[src/rtl/clk_gate_ctrl.sv]
// clk_gate_ctrl: multi-channel clock-gating controller with request/acknowledge
// wake handshake, idle hysteresis, always-on channels and scan bypass.
`default_nettype none

module clk_gate_ctrl #(
  parameter int                NUM_CH      = 4,
  parameter int                CNT_W       = 8,
  parameter int                IDLE_CYCLES = 8,
  parameter int                WAKE_CYCLES = 2,
  parameter logic [NUM_CH-1:0] AON_MASK    = {NUM_CH{1'b0}}
) (
  input  logic              clk,
  input  logic              rst,
  input  logic [NUM_CH-1:0] req,
  input  logic              test_en,
  output logic [NUM_CH-1:0] ack,
  output logic [NUM_CH-1:0] clk_active,
  output logic [NUM_CH-1:0] gated_clk
);

  localparam int CNT_MAX = (1 << CNT_W) - 1;
  localparam logic [CNT_W-1:0] WAKE_LAST = CNT_W'(WAKE_CYCLES - 1);
  localparam logic [CNT_W-1:0] IDLE_LAST = CNT_W'(IDLE_CYCLES - 1);

  if (NUM_CH < 1 || NUM_CH > 16 || CNT_W < 1 || CNT_W > 30 ||
      IDLE_CYCLES < 1 || IDLE_CYCLES > CNT_MAX ||
      WAKE_CYCLES < 1 || WAKE_CYCLES > CNT_MAX) begin : g_param_check
    $error("clk_gate_ctrl: parameter out of range");
  end

  for (genvar i = 0; i < NUM_CH; i++) begin : g_ch
    logic ch_ack;
    logic ch_active;
    logic latch_en;

    if (AON_MASK[i]) begin : g_aon
      logic ready;
      logic unused_req;

      assign unused_req = req[i];

      always_ff @(posedge clk or posedge rst) begin
        if (rst) ready <= 1'b0;
        else     ready <= 1'b1;
      end

      assign ch_ack    = ready;
      assign ch_active = 1'b1;
    end else begin : g_fsm
      localparam logic [1:0] S_OFF  = 2'd0;
      localparam logic [1:0] S_WAKE = 2'd1;
      localparam logic [1:0] S_ON   = 2'd2;
      localparam logic [1:0] S_IDLE = 2'd3;

      logic [1:0]       state;
      logic [1:0]       state_nxt;
      logic [CNT_W-1:0] cnt;
      logic [CNT_W-1:0] cnt_nxt;

      always_ff @(posedge clk or posedge rst) begin
        if (rst) begin
          state <= S_OFF;
          cnt   <= '0;
        end else begin
          state <= state_nxt;
          cnt   <= cnt_nxt;
        end
      end

      // Counter only advances below its terminal compare, so it never wraps.
      always_comb begin
        state_nxt = state;
        cnt_nxt   = cnt;
        case (state)
          S_OFF: begin
            if (req[i]) begin
              state_nxt = S_WAKE;
              cnt_nxt   = '0;
            end
          end
          S_WAKE: begin
            if (cnt == WAKE_LAST) begin
              state_nxt = S_ON;
              cnt_nxt   = '0;
            end else begin
              cnt_nxt = cnt + 1'b1;
            end
          end
          S_ON: begin
            if (!req[i]) begin
              state_nxt = S_IDLE;
              cnt_nxt   = '0;
            end
          end
          default: begin
            if (req[i]) begin
              state_nxt = S_ON;
              cnt_nxt   = '0;
            end else if (cnt == IDLE_LAST) begin
              state_nxt = S_OFF;
              cnt_nxt   = '0;
            end else begin
              cnt_nxt = cnt + 1'b1;
            end
          end
        endcase
      end

      always_comb begin
        ch_ack    = 1'b0;
        ch_active = 1'b0;
        case (state)
          S_WAKE:  ch_active = 1'b1;
          S_ON,
          S_IDLE: begin
            ch_ack    = 1'b1;
            ch_active = 1'b1;
          end
          default: ;
        endcase
      end
    end

    assign ack[i]        = ch_ack;
    assign clk_active[i] = ch_active;

    // Enable is captured only while clk is low, so a high pulse is never cut short.
    always_latch begin
      if (!clk) latch_en <= ch_active | test_en;
    end

    assign gated_clk[i] = clk & latch_en;
  end

endmodule

`default_nettype wire
[config.mk]
export PLATFORM = sky130hd
export DESIGN_NAME = clk_gate_ctrl
export DESIGN_NICKNAME = d
export VERILOG_FILES = /design/src/rtl/clk_gate_ctrl.sv
export SDC_FILE = /design/constraint.sdc
export NUM_CORES = 1
export LEC_CHECK = 0
export CAP_MARGIN = 0
export CORE_AREA = 3 3 75 77
export CTS_CLUSTER_DIAMETER = 120
export CTS_CLUSTER_SIZE = 12
export DETAILED_ROUTE_END_ITERATION = 12
export DIE_AREA = 0 0 78 80
export HOLD_SLACK_MARGIN = 0.03
export PLACE_DENSITY_LB_ADDON = 0.2
export SYNTH_ARGS = -nofsm -noshare
export SYNTH_HDL_FRONTEND = slang
export SYNTH_SLANG_ARGS = --single-unit
[constraint.sdc]
create_clock -name clk -period 2.32 [get_ports clk]
set_input_delay 0.696 -clock clk [delete_from_list [all_inputs] [get_ports clk]]
set_output_delay 0.696 -clock clk [all_outputs]
set_load 0.01 [all_outputs]
==> Word level (Yosys, flattened, before mapping) <==
Index checks and enable logic that the tools add are counted.
{ "classes": {"n_eq_ne": 32, "n_bitwise": 8, "reduce_logical": 24, "mux": 60, "add_sub_neg": 4} }
{ "ops": {"columns": ["op", "n"], "rows": [
  ["$mux W8", 20],
  ["$pmux W8 S3", 4],
  ["$mux W2", 20],
  ["$add A8 B1 Y8 const B", 4],
  ["$eq A8 B1 Y1 const B", 4],
  ["$eq A8 B3 Y1 const B", 4],
  ["$ne A2 B2 Y1 const B", 12],
  ["$pmux W2 S3", 4],
  ["$eq A2 B2 Y1 const B", 8],
  ["$reduce_and A4 Y1", 4],
  ["$reduce_bool A4 Y1", 4],
  ["$mux W1", 12],
  ["$reduce_or A3 Y1", 4],
  ["$eq A2 B1 Y1 const B", 4],
  ["$logic_not A2 Y1", 4],
  ["$reduce_and A2 Y1", 4],
  ["$reduce_or A2 Y1", 4],
  ["$and A1 B1 Y1", 4],
  ["$or A1 B1 Y1", 4]
]} }
{ "word_totals": {"inputBits": 7, "ff_bits": 40, "latchBits": 4} }

==> Depth between registers and ports, before layout <==
{ "depth": {"ltp_word": 5, "depth_mapped": 7, "ltp_nobuf": 6} }

==> results.tsv <==
metric	value	unit
met2 usage	0.3579	
length of the first detailed-routing pass in iterations	5	
power per cell area	1219	nW/µm²
source of the worst register-to-register timing path	g_ch[1].g_fsm.state[1]$_DFFE_PP0P_	
top-area cell type share of the netlist area	0.3444	
DRC	0	
hold violation count in the final report	0	
critical path type	latch to primary output	
weighted congestion at the end of routability-driven global placement	0.8041	
Diodes inserted	0	
adder and majority gate portion of the synthesized area	0.1076	
post-synthesis cell area	2907	µm²
total detailed-routing wirelength	6141	µm
Arrival @ worst endpoint	2190	ps
Hold Crit Start	g_ch[1].g_fsm.cnt[1]$_DFFE_PP0P_	
area of all placed cells without fillers	3511	µm²
via count normalized by instance count	5.650	
area added between synthesis and finish	20.79	%
clock slew seen by the registers of the worst setup and hold paths	80	ps
Leakage Power	1.631	nW
maximum number of pins on one net before global-route repair	41	
count of cells along the worst register-to-register path	4	
required arrival time at the worst endpoint	1620	ps
average size of a mapped cell	9.169	µm²
crit end category	primary output	
overall fraction of global-route tracks in use	0.2142	
R2R Path End	g_ch[1].latch_en$_DLATCH_N_	
worst rel slew slack	0.5857	
classification of the worst-slack hold path	flip-flop to flip-flop	
antenna violations before repair	0	
share of layout cells above drive strength 1	0.2072	
DP HPWL	4040	µm
number of nets in the finished design	393	
leading post-synthesis cells by cell area	sky130_fd_sc_hd__dfrtp_1 34%, sky130_fd_sc_hd__ha_1 11%, sky130_fd_sc_hd__mux2i_1 6.2%	
capture endpoint of the worst hold path	g_ch[1].g_fsm.cnt[1]$_DFFE_PP0P_	
placeable core area	5075	µm²
TNS Setup	-2265	ps
post-placement setup slack	-689.5	ps
Core Util, Final	0.6918	
fraction of the mapped netlist area in compound gates	0.1606	
Die H	80	µm
global routing met3 resource utilization	0.04176	
layout filler cell count	422	
Rows	26	
met1 Usage GRT	0.2591	
net count after synthesis	349	
depth of the worst hold-timing path	2	
multiplexer area fraction after synthesis	0.08136	
actual transition at the worst max-transition pin	616.7	ps
total setup violations reported at the end of the flow	8	
result of the run	finished with violations	
area taken by flip-flops and latches	1062	µm²
count of buffers inserted at the top-level ports	18	
cell type with the largest total area after synthesis	sky130_fd_sc_hd__dfrtp_1	
detailed router's first-iteration violation count	135	
setup repair after global routing missed its margin	yes	
Post-Syn Instances	317	
type of origin of the critical path	latch	
hold_buf cts	0	
Top Ports	19	
least setup slack across all paths after layout	-570.4	ps
Initial Util	0.5727	
max-slew violation count	0	
Post-Synth XOR/XNOR Area	0.006027	
violations in the final reports	negative setup slack	
most crowded layer after global routing	met2	
TritonCTS clock tree	built	
Overflow after GRT	0	
clock latency at the later pin of the worst-skew pair	400	ps
number of vias in the routed layout	2441	
area occupied by multi-input gates	1735	µm²
chip width	78	µm
post-synthesis sequential element count	44	
number of global-route vias before repair	2375	
worst clock skew	6.398	ps
unique cell type count in the Yosys netlist	41	
average detailed-routed wire length per instance	14.22	µm
largest family of logic cells by synthesized area	simple AND/OR/NAND/NOR gates	
full die area	6240	µm²
number of synthesis warnings	0	
critical path fanouts, max	1	
highest ir drop seen on vdd	762.9	µV
MaxCap Viol Count	0	
flop2flop setup slack	270	ps
Synth Area in Simple Gates	0.2174	
placement-stage cell area	3248	µm²
Routed Antenna Nets	0	
global-route wire length before repair	10540	µm
-- flip-flops by register name (all words and copies together), names as in the netlist --
name              cells
g_ch.g_fsm.state      8
g_ch.g_fsm.cnt       32
g_ch.latch_en         4
-- logic make-up after synthesis --
kind of cell               Yosys count
AOI/OAI and AO/OA                   72
xor gates and xnor gates             2
adders and majority gates           25
buffers and inverters               38
DFF                                 40
latches                              4
muxes                               23
and+or+nand+nor                    113
-- Yosys cell counts, drive strengths merged --
master  count
o211ai      6
a211o       3
a21oi      22
nor2       15
buf        10
nor4        1
and3        9
or4b        2
a31o        1
a211oi      3
a221o       1
ha         25
o21ai      17
nor4b       4
a41oi       5
nor3       14
o21bai      5
nor2b       3
dlxtn       4
mux2        5
or2         4
nand2b     16
o31ai       4
nand3      13
a22o        1
and2        5
and4        3
xnor2       2
inv        23
a41o        3
clkbuf      5
a221oi      1
nand4       6
dfrtp      40
mux2i      18
nand2      18
-- where the power goes --
part | leakage, nW | internal, mW | switching, mW
Sequential | 0.572 | 0.895 | 0.112
Combinational | 0.942 | 1.09 | 1.16
Clock | 0.117 | 0.610 | 0.413
-- metrics by stage --
stage	power (mW)	cells	hold WS (ps)
6_report	4.281	432	536.4
5_1_grt	4.624	432	564.5
4_1_cts	4.273	432	537.3
3_5_place_dp	3.354	411	517.0
3_3_place_gp	3.306	411	501.0
2_1_floorplan	2.598	317	488.5
-- per-layer routing --
metal | routed length, µm | part of all wire | up-vias
met5 | 0 | 0 | -
met4 | 108 | 0.018 | 0
met3 | 236 | 0.038 | 12
met2 | 3032 | 0.49 | 52
met1 | 2762 | 0.45 | 1152
li1 | - | - | 1225
-- layout make-up --
cell class,count,share of cell area
sequential,44,0.3026
inverter,23,0.02459
tap,70,0.02495
multi-input combinational,235,0.4943
clock buffer,16,0.05417
timing repair buffer,44,0.09943
-- cell usage in the layout (no fill, tap or decap), types with 12 or more instances in the layout --
master,count
sky130_fd_sc_hd__nor3_1,12
sky130_fd_sc_hd__nor2_1,15
sky130_fd_sc_hd__nand2_1,18
sky130_fd_sc_hd__o21ai_0,16
sky130_fd_sc_hd__inv_1,20
sky130_fd_sc_hd__dfrtp_1,40
sky130_fd_sc_hd__mux2i_1,18
sky130_fd_sc_hd__buf_4,30
sky130_fd_sc_hd__ha_1,17
sky130_fd_sc_hd__a21oi_1,22
sky130_fd_sc_hd__nand2b_1,16
sky130_fd_sc_hd__nand3_1,13
-- timing repair --
action	in CTS	in global routing
gates cloned	0	0
resized for setup	47	7
buffers inserted	9	0
endpoints found under the setup margin	16	12
-- worst max-delay path by stage --
stage | from | endpoint | slack, ps | cells after the start
after floorplan | g_ch[0].latch_en$_DLATCH_N_ | gated_clk[0] | -40 | 1
after global placement | g_ch[3].latch_en$_DLATCH_N_ | gated_clk[3] | -670 | 2
after CTS | g_ch[1].latch_en$_DLATCH_N_ | gated_clk[1] | -590 | 2
after global routing | g_ch[1].latch_en$_DLATCH_N_ | gated_clk[1] | -610 | 2
after detailed placement | g_ch[0].latch_en$_DLATCH_N_ | gated_clk[0] | -690 | 2
final | g_ch[1].latch_en$_DLATCH_N_ | gated_clk[1] | -570 | 2
-- worst max-delay path, cell delays in order, from the launching register on --
cell and delay [ps]:
sky130_fd_sc_hd__dlxtn_2 400, sky130_fd_sc_hd__and2_4 130, sky130_fd_sc_hd__buf_6 90
(Power assumes the default switching activity.)
